$ cat src/rtl/rca_pipe_if.sv
// Stream interface of rca_pipe: operand channel in, sum channel out.
// The ovf signal exists only when RCA_PIPE_OVF_EN is defined.
interface rca_pipe_if #(
  parameter int unsigned WIDTH = 32
);
  logic             in_valid;
  logic             in_ready;
  logic [WIDTH-1:0] A;
  logic [WIDTH-1:0] B;
  logic             c_in;
  logic             out_valid;
  logic             out_ready;
  logic [WIDTH-1:0] sum;
  logic             c_out;
`ifdef RCA_PIPE_OVF_EN
  logic             ovf;
`endif

  // Adder side
  modport slave (
    input  in_valid, A, B, c_in, out_ready,
    output in_ready, out_valid, sum, c_out
`ifdef RCA_PIPE_OVF_EN
    , output ovf
`endif
  );

  // Producer/consumer side
  modport master (
    output in_valid, A, B, c_in, out_ready,
    input  in_ready, out_valid, sum, c_out
`ifdef RCA_PIPE_OVF_EN
    , input ovf
`endif
  );
endinterface

$ cat src/rtl/rca_pipe.sv
// Pipelined ripple-carry adder: sum = A + B + c_in, split into STAGES slices
// of WIDTH/STAGES bits, one ripple chain per stage, valid/ready stream.
// Optional feature macro: RCA_PIPE_OVF_EN adds the registered signed-overflow output ovf.
module rca_pipe #(
  parameter int unsigned WIDTH  = 32,
  parameter int unsigned STAGES = 4
) (
  input  logic      clk,
  input  logic      rst_n,
  rca_pipe_if.slave ifc
);
  localparam int unsigned SLICE = WIDTH / STAGES;

  logic adv_c;
  logic out_valid_w;

  // Global advance: the whole pipe moves unless a result is stuck at the output
  assign adv_c        = !out_valid_w || ifc.out_ready;
  assign ifc.in_ready = adv_c;

  for (genvar k = 0; k < STAGES; k++) begin : g_stage
    // REM: operand bits still to be added on entry; LOW: sum bits already produced
    localparam int unsigned REM = WIDTH - 32'(k) * SLICE;
    localparam int unsigned LOW = 32'(k) * SLICE;

    logic                   v_in;
    logic [REM-1:0]         a_in;
    logic [REM-1:0]         b_in;
    logic                   c_in_w;
    logic [SLICE-1:0]       sl;
    logic                   cr;
    logic [SLICE-1:0]       ta;
    logic [SLICE-1:0]       tb;
    logic [LOW+SLICE-1:0]   s_new;
    logic                   v_q, v_d;
    logic                   c_q, c_d;
    logic [LOW+SLICE-1:0]   s_q, s_d;

    // Stage source: ports for the first stage, previous stage registers otherwise
    if (k == 0) begin : g_src
      assign v_in   = ifc.in_valid;
      assign a_in   = ifc.A;
      assign b_in   = ifc.B;
      assign c_in_w = ifc.c_in;
    end else begin : g_src
      assign v_in   = g_stage[k-1].v_q;
      assign a_in   = g_stage[k-1].g_fwd.a_q;
      assign b_in   = g_stage[k-1].g_fwd.b_q;
      assign c_in_w = g_stage[k-1].c_q;
    end

    // Ripple chain of SLICE full adders over the low slice of the remaining operands
    always_comb begin
      ta = a_in[SLICE-1:0];
      tb = b_in[SLICE-1:0];
      cr = c_in_w;
      sl = '0;
      for (int i = 0; i < SLICE; i++) begin
        sl            = sl >> 1;
        sl[SLICE-1]   = ta[0] ^ tb[0] ^ cr;
        cr            = (ta[0] & tb[0]) | (cr & (ta[0] ^ tb[0]));
        ta            = ta >> 1;
        tb            = tb >> 1;
      end
    end

    // New slice lands above the already-computed lower sum bits
    if (k == 0) begin : g_sum
      always_comb s_new = sl;
    end else begin : g_sum
      always_comb s_new = {sl, g_stage[k-1].s_q};
    end

    // Stage next-state: hold on stall, data only replaced by a valid slot
    always_comb begin
      v_d = v_q;
      c_d = c_q;
      s_d = s_q;
      if (adv_c) begin
        v_d = v_in;
        if (v_in) begin
          c_d = cr;
          s_d = s_new;
        end
      end
    end

    // Stage valid, carry and partial sum registers
    always_ff @(posedge clk or negedge rst_n) begin
      if (!rst_n) begin
        v_q <= 1'b0;
        c_q <= 1'b0;
        s_q <= '0;
      end else begin
        v_q <= v_d;
        c_q <= c_d;
        s_q <= s_d;
      end
    end

    // Delay line carrying the not-yet-added operand slices to the next stage
    if (k < STAGES - 1) begin : g_fwd
      logic [REM-SLICE-1:0] a_q, a_d;
      logic [REM-SLICE-1:0] b_q, b_d;

      // Forwarded operands advance with their slot
      always_comb begin
        a_d = a_q;
        b_d = b_q;
        if (adv_c && v_in) begin
          a_d = a_in[REM-1:SLICE];
          b_d = b_in[REM-1:SLICE];
        end
      end

      // Forwarded operand registers
      always_ff @(posedge clk or negedge rst_n) begin
        if (!rst_n) begin
          a_q <= '0;
          b_q <= '0;
        end else begin
          a_q <= a_d;
          b_q <= b_d;
        end
      end
    end

`ifdef RCA_PIPE_OVF_EN
    if (k == STAGES - 1) begin : g_ovf
      logic ovf_q, ovf_d;

      // Carry into the MSB is recovered as a ^ b ^ s at that bit
      always_comb begin
        ovf_d = ovf_q;
        if (adv_c && v_in) begin
          ovf_d = (a_in[REM-1] ^ b_in[REM-1] ^ sl[SLICE-1]) ^ cr;
        end
      end

      // Overflow register, aligned with sum/c_out
      always_ff @(posedge clk or negedge rst_n) begin
        if (!rst_n) begin
          ovf_q <= 1'b0;
        end else begin
          ovf_q <= ovf_d;
        end
      end
    end
`endif
  end

  assign out_valid_w   = g_stage[STAGES-1].v_q;
  assign ifc.out_valid = out_valid_w;
  assign ifc.sum       = g_stage[STAGES-1].s_q;
  assign ifc.c_out     = g_stage[STAGES-1].c_q;
`ifdef RCA_PIPE_OVF_EN
  assign ifc.ovf       = g_stage[STAGES-1].g_ovf.ovf_q;
`endif
endmodule
$ cat src/flat_wrapper.sv
// flat-port wrapper written by rule: the top's interface ports become plain ports
module rca_pipe_flat 
#(
  parameter int unsigned WIDTH  = 32,
  parameter int unsigned STAGES = 4
)
  (clk, rst_n, ifc_in_valid, ifc_A, ifc_B, ifc_c_in, ifc_out_ready, ifc_in_ready, ifc_out_valid, ifc_sum, ifc_c_out);
  rca_pipe_if #(.WIDTH(WIDTH)) ifc_i ();
  input  logic clk;
  input  logic rst_n;
  input wire logic [$bits(ifc_i.in_valid)-1:0] ifc_in_valid;
  input wire logic [$bits(ifc_i.A)-1:0] ifc_A;
  input wire logic [$bits(ifc_i.B)-1:0] ifc_B;
  input wire logic [$bits(ifc_i.c_in)-1:0] ifc_c_in;
  input wire logic [$bits(ifc_i.out_ready)-1:0] ifc_out_ready;
  output wire logic [$bits(ifc_i.in_ready)-1:0] ifc_in_ready;
  output wire logic [$bits(ifc_i.out_valid)-1:0] ifc_out_valid;
  output wire logic [$bits(ifc_i.sum)-1:0] ifc_sum;
  output wire logic [$bits(ifc_i.c_out)-1:0] ifc_c_out;
  assign ifc_i.in_valid = ifc_in_valid;
  assign ifc_i.A = ifc_A;
  assign ifc_i.B = ifc_B;
  assign ifc_i.c_in = ifc_c_in;
  assign ifc_i.out_ready = ifc_out_ready;
  assign ifc_in_ready = ifc_i.in_ready;
  assign ifc_out_valid = ifc_i.out_valid;
  assign ifc_sum = ifc_i.sum;
  assign ifc_c_out = ifc_i.c_out;
  rca_pipe #(.WIDTH(WIDTH), .STAGES(STAGES)) u_core (.clk(clk), .rst_n(rst_n), .ifc(ifc_i));
endmodule
$ cat config.mk
export PLATFORM = sky130hd
export DESIGN_NAME = rca_pipe_flat
export DESIGN_NICKNAME = d
export VERILOG_FILES = /design/src/rtl/rca_pipe_if.sv /design/src/rtl/rca_pipe.sv /design/src/flat_wrapper.sv
export SDC_FILE = /design/constraint.sdc
export NUM_CORES = 1
export LEC_CHECK = 0
export ABC_AREA = 1
export CORE_MARGIN = 8
export CORE_UTILIZATION = 50
export DETAILED_ROUTE_END_ITERATION = 8
export PLACE_DENSITY = 0.73
export SKIP_LAST_GASP = 1
export SYNTH_ARGS = -nofsm -noshare
export SYNTH_HDL_FRONTEND = slang
export SYNTH_SLANG_ARGS = --single-unit
$ cat constraint.sdc
create_clock -name clk -period 5.04 [get_ports clk]
set_input_delay 0.504 -clock clk [delete_from_list [all_inputs] [get_ports clk]]
set_output_delay 0.504 -clock clk [all_outputs]
set_load 0.02 [all_outputs]
## Yosys cells after proc, flatten, opt, wreduce, memory -nomap -nowiden

Index checks and enable logic that the tools add are counted.

- Reductions and logical operators: 9
- Bitwise operators: 160

Operators with widths:

| kind | number |
|---|---|
| 1-bit AND | 64 |
| 1-bit bitwise XOR | 64 |
| 1-bit OR | 32 |
| 2-bit AND reduction | 4 |
| 1-bit logical AND | 3 |
| 1-bit logical NOT | 1 |
| 1-bit logical OR | 1 |

- Output and inout bits: 35
- Input bits: 69
- Bits in registers: 184

## Logic depth before layout (Yosys ltp)

- Depth after elaboration: 17
- Gate-level depth with buffers: 14

## Least setup slack after synthesis

No wires, ideal clock.

- Path kind: register to register
- From: register u_core.g_stage[0].g_fwd.b_q[0]
- To: register u_core.g_stage[1].s_q[15]
- Setup time: 0.066 ns
- Stages on the path, launching flop included: 15
- Path slack: 1.036 ns
- Data arrival time: 3.938 ns
- Clock period less this slack: 4.004 ns
- Buffers on the path: 0
- Cell sequence: dfrtp_1 inv_1 fa_1 inv_1 fa_1 fa_1 fa_1 fa_1 fa_1 fa_1 inv_1 fa_1 inv_1 nand3_1 nand2_1

- Word-level cells in the longest chain between the ends: 16

Ends and longest elaborated chain:

| element | line | text |
|---|---|---|
| from (decl) | rca_pipe.sv:104 | `logic [REM-SLICE-1:0] b_q, b_d;` |
| from (signal assigned) | rca_pipe.sv:120 | `b_q <= '0;` |
| from (signal assigned) | rca_pipe.sv:123 | `b_q <= b_d;` |
| 1-bit bitwise XOR | rca_pipe.sv:61 | `cr = (ta[0] & tb[0]) \| (cr & (ta[0] ^ tb[0]));` |
| 1-bit AND | rca_pipe.sv:61 |  |
| 1-bit OR * | rca_pipe.sv:61 |  |
| 1-bit AND * | rca_pipe.sv:61 |  |
| 1-bit OR * | rca_pipe.sv:61 |  |
| 1-bit AND * | rca_pipe.sv:61 |  |
| 1-bit OR * | rca_pipe.sv:61 |  |
| 1-bit AND * | rca_pipe.sv:61 |  |
| 1-bit OR * | rca_pipe.sv:61 |  |
| 1-bit AND * | rca_pipe.sv:61 |  |
| 1-bit OR * | rca_pipe.sv:61 |  |
| 1-bit AND * | rca_pipe.sv:61 |  |
| 1-bit OR * | rca_pipe.sv:61 |  |
| 1-bit AND * | rca_pipe.sv:61 |  |
| 1-bit OR * | rca_pipe.sv:61 |  |
| 1-bit bitwise XOR * | rca_pipe.sv:60 | `sl[SLICE-1] = ta[0] ^ tb[0] ^ cr;` |
| to (signal assigned) | rca_pipe.sv:93 | `s_q <= '0;` |
| to (signal assigned) | rca_pipe.sv:97 | `s_q <= s_d;` |
| to (decl) | rca_pipe.sv:37 | `logic [LOW+SLICE-1:0] s_q, s_d;` |

Every way passes the cells marked *; elsewhere a longest branch is shown, timed or not.
A chain may end at the register's enable or synchronous reset.

## Worst setup path after layout

- From: register u_core.g_stage[1].g_fwd.b_q[0]
- To: register u_core.g_stage[2].s_q[23]

- Word-level cells in the longest chain between the ends: 16

Ends and longest elaborated chain:

| element | line |
|---|---|
| from (decl) | rca_pipe.sv:104 |
| from (signal assigned) | rca_pipe.sv:120 |
| from (signal assigned) | rca_pipe.sv:123 |
| 1-bit bitwise XOR | rca_pipe.sv:61 |
| 1-bit AND | rca_pipe.sv:61 |
| 1-bit OR * | rca_pipe.sv:61 |
| 1-bit AND * | rca_pipe.sv:61 |
| 1-bit OR * | rca_pipe.sv:61 |
| 1-bit AND * | rca_pipe.sv:61 |
| 1-bit OR * | rca_pipe.sv:61 |
| 1-bit AND * | rca_pipe.sv:61 |
| 1-bit OR * | rca_pipe.sv:61 |
| 1-bit AND * | rca_pipe.sv:61 |
| 1-bit OR * | rca_pipe.sv:61 |
| 1-bit AND * | rca_pipe.sv:61 |
| 1-bit OR * | rca_pipe.sv:61 |
| 1-bit AND * | rca_pipe.sv:61 |
| 1-bit OR * | rca_pipe.sv:61 |
| 1-bit bitwise XOR * | rca_pipe.sv:60 |
| to (signal assigned) | rca_pipe.sv:93 |
| to (signal assigned) | rca_pipe.sv:97 |
| to (decl) | rca_pipe.sv:37 |

Marks and branches as above.

==> results_dict.tcl <==
set metrics [dict create \
    whs_ns 0.03708 \
    layout_common_cells "nand2_1, dfrtp_1, nand3_1, clkdlybuf4s50_1, inv_1" \
    ant_nets 0 \
    crit_chain "inv_1, fa_1, inv_1, fa_1, fa_1, fa_1, fa_1, fa_1, fa_1, inv_1, fa_1, inv_1, nand3_1, nand2_1" \
    rr_endpoint "u_core.g_stage[2].s_q[23]$_DFFE_PN0P_" \
    crit_buf_inv 4 \
    p_leak_nw 5.026 \
    drv_slew 0 \
    power_mw 5.695 \
    postCtsSetupRepairBufs 0 \
    cp.depth 14 \
    hp-class "in2async" \
    rows 46 \
    seqCellArea_sq_um 4604 \
    startpoint "u_core.g_stage[1].g_fwd.b_q[0]$_DFFE_PN0P_" \
    slowest_stage "fa_1" \
    ioPinCount 104 \
    via_count 5763 \
    synth_edf_count 0 \
    r2r-start "u_core.g_stage[1].g_fwd.b_q[0]$_DFFE_PN0P_" \
    die-area_sq_um 20330 \
    port_buffers 103 \
    first_global_vias 5665 \
    peakVddDrop_mv 0.2944 \
    first_pass_iters 4 \
    worstMarginPinSlew_ns 1.054 \
    slew-limit-headroom_pct 29.52 \
    worstRegToRegCells 14 \
    setup_tns_ns 0 \
    finalCoreUtilization_pct 61.31 \
    multi_input_area_sq_um 2957 \
    final_nets 1040 \
    rsz0062_at_grt "no" \
    synth.avg_cell_area_sq_um 9.228 \
    drcViolationCount 0 \
    status "completed" \
    fin_crit_sh_pct 82.94 \
    crit_required_ns 5.41 \
    die_w_um 142.6 \
    initial_utilization_pct 50.79 \
    yosys_warnings 0 \
    endpoint_kind "flip-flop" \
    core_sq_um 15770 \
    diodes 0 \
    fill_cells 1358 \
    final_common_cell "nand2_1" \
    crit_top_cell "fa_1" \
    fin_skew_ns 0.008429 \
    grt_pass1_wl_mm 28.23 \
    synth_nets 969 \
    cpPeakStageDelay_ns 0.47 \
    fmax_mhz 239.2 \
    numCtsBuffers 17 \
    clkSinkCount 184 \
    clockBufferDepth 2 \
    r2r_slack_ns 0.86 \
    clk_latency_ns 0.43 \
    netlist_area_sq_um 8010 \
    area_delta_synth_final_pct 20.70 \
    yosysUniqueCellTypes 14 \
    crit_type "reg2reg" \
    grt_start_max_net_pins 123 \
    seq_area_frac_synth_pct 57.48 \
    hpwl_mm 10.75 \
    finalWirelength_mm 16.20 \
    critical-path-top-delay-family "adder cells" \
    via_per_inst 4.934 \
    crit_end "u_core.g_stage[2].s_q[23]$_DFFE_PN0P_" \
    cp_max_fo 2 \
    syn_inst 868 \
    finalSetupViolCount 0 \
    synth_seq_cells 184 \
    grt_overflow_total 0 \
    root_buffer "clkbuf_16" \
    antenna_found_initial 0 \
    drive_gt1_share_pct 4.727 \
    final-hold-violation-count 0 \
    cts_hold_buf 0 \
    place_congestion 0.7370 \
    h-tree-depth 4 \
    ctsResizeCount 0 \
    dieHeight_um 142.6 \
    ys.flop_type "dfrtp_1" \
    cts_tree "done" \
    clkTransAtPathRegs_ns 0.07 \
    p_per_area_nw_per_um2 589.0 \
    cp_data_arrival_time_ns 4.55 \
    min_period_ns 4.180 \
    first_iter_violations 468 \
    max_cap_violations 0 \
    wl_per_cell_um 13.87 \
    async_reset_ff_share_pct 100.0 \
    cp-start-kind "flip-flop" \
    track_usage_pct 17.26 \
]
[synth_stat cells (2+ instances only)]
cell type	count	area, sq um
nand2_1	366	1374
dfrtp_1	184	4604
nand3_1	182	910.9
buf_2	42	210.2
inv_1	41	153.9
fa_1	32	640.6
clkbuf_1	7	26.28
buf_1	5	18.77
buf_4	3	22.52
buf_6	2	22.52
[flip-flops by register name, indices dropped and copies added, names as in the netlist]
register                  flops
u_core.g_stage.g_fwd.a_q     48
u_core.g_stage.g_fwd.b_q     48
u_core.g_stage.s_q           48
u_core.ifc.sum               32
u_core.g_stage.c_q            3
u_core.g_stage.v_q            3
u_core.ifc.c_out              1
u_core.ifc.out_valid          1
[cells by family after synthesis]
kind of cell / Yosys count / synth area share [%]
adder cells (fa/ha/maj): 32 / 7.997
AO/OA/AOI/OAI: 1 / 0.06242
buffers and inverters: 101 / 5.717
AND/OR/NAND/NOR: 550 / 28.74
flip-flops: 184 / 57.48
[metal layers]
layer  part of all wire (%)  wire [um]  GRT usage (%)  vias up
li1                       -          -              -     2876
met1                     50       8121          24.95     2748
met2                     44       7072          25.08      122
met3                    5.0        816          4.227       17
met4                    1.2        189          5.369        0
met5                      0          0              0        -
[worst min-delay path by stage]
stage / cells after the start / to / start / slack, ns
2_1_floorplan: 0 / u_core.g_stage[0].c_q$_DFFE_PN0P_ / rst_n / 0.21
3_3_place_gp: 2 / u_core.g_stage[1].g_fwd.a_q[13]$_DFFE_PN0P_ / u_core.g_stage[1].g_fwd.a_q[13]$_DFFE_PN0P_ / 0.45
5_1_grt: 1 / u_core.g_stage[0].g_fwd.b_q[2]$_DFFE_PN0P_ / rst_n / 0.07
4_1_cts: 1 / u_core.g_stage[0].g_fwd.b_q[2]$_DFFE_PN0P_ / rst_n / 0.06
3_5_place_dp: 2 / u_core.g_stage[2].g_fwd.a_q[7]$_DFFE_PN0P_ / u_core.g_stage[2].g_fwd.a_q[7]$_DFFE_PN0P_ / 0.46
6_report: 1 / u_core.g_stage[0].g_fwd.b_q[2]$_DFFE_PN0P_ / rst_n / 0.04
[worst register-to-register path: stages, from the launching register on]
cell     delay [ns]
dfrtp_1        0.38
inv_1          0.08
fa_1           0.18
inv_1          0.06
fa_1           0.44
fa_1           0.46
fa_1           0.46
fa_1           0.46
fa_1           0.47
fa_1           0.43
inv_1          0.08
fa_1           0.39
inv_1          0.06
nand3_1        0.07
nand2_1        0.10
[through the flow]
step | std cells | cell area (sq um) | worst slack, ns
after detailed placement | 1136 | 9079 | 0.7359
final | 1168 | 9668 | 0.8600
after CTS | 1168 | 9668 | 0.8068
after global routing | 1168 | 9668 | 0.6263
after floorplan | 868 | 8010 | 1.036
after global placement | 1136 | 9079 | 0.8441
[power by group]
part           internal, mW  total, mW  switching, mW
Clock                 0.744       1.31          0.570
Sequential             2.06       2.45          0.389
Combinational         0.777       1.93           1.15
[area by class of cell]
cell class / instances / share of cell area (%)
well taps: 216 / 2.795
repair buffers: 111 / 11.27
multi-input cells: 583 / 30.58
clock buffers: 18 / 4.543
flip-flops and latches: 184 / 47.63
inverters: 42 / 1.631
clock inverters: 14 / 1.553
(Power assumes the default switching activity.)
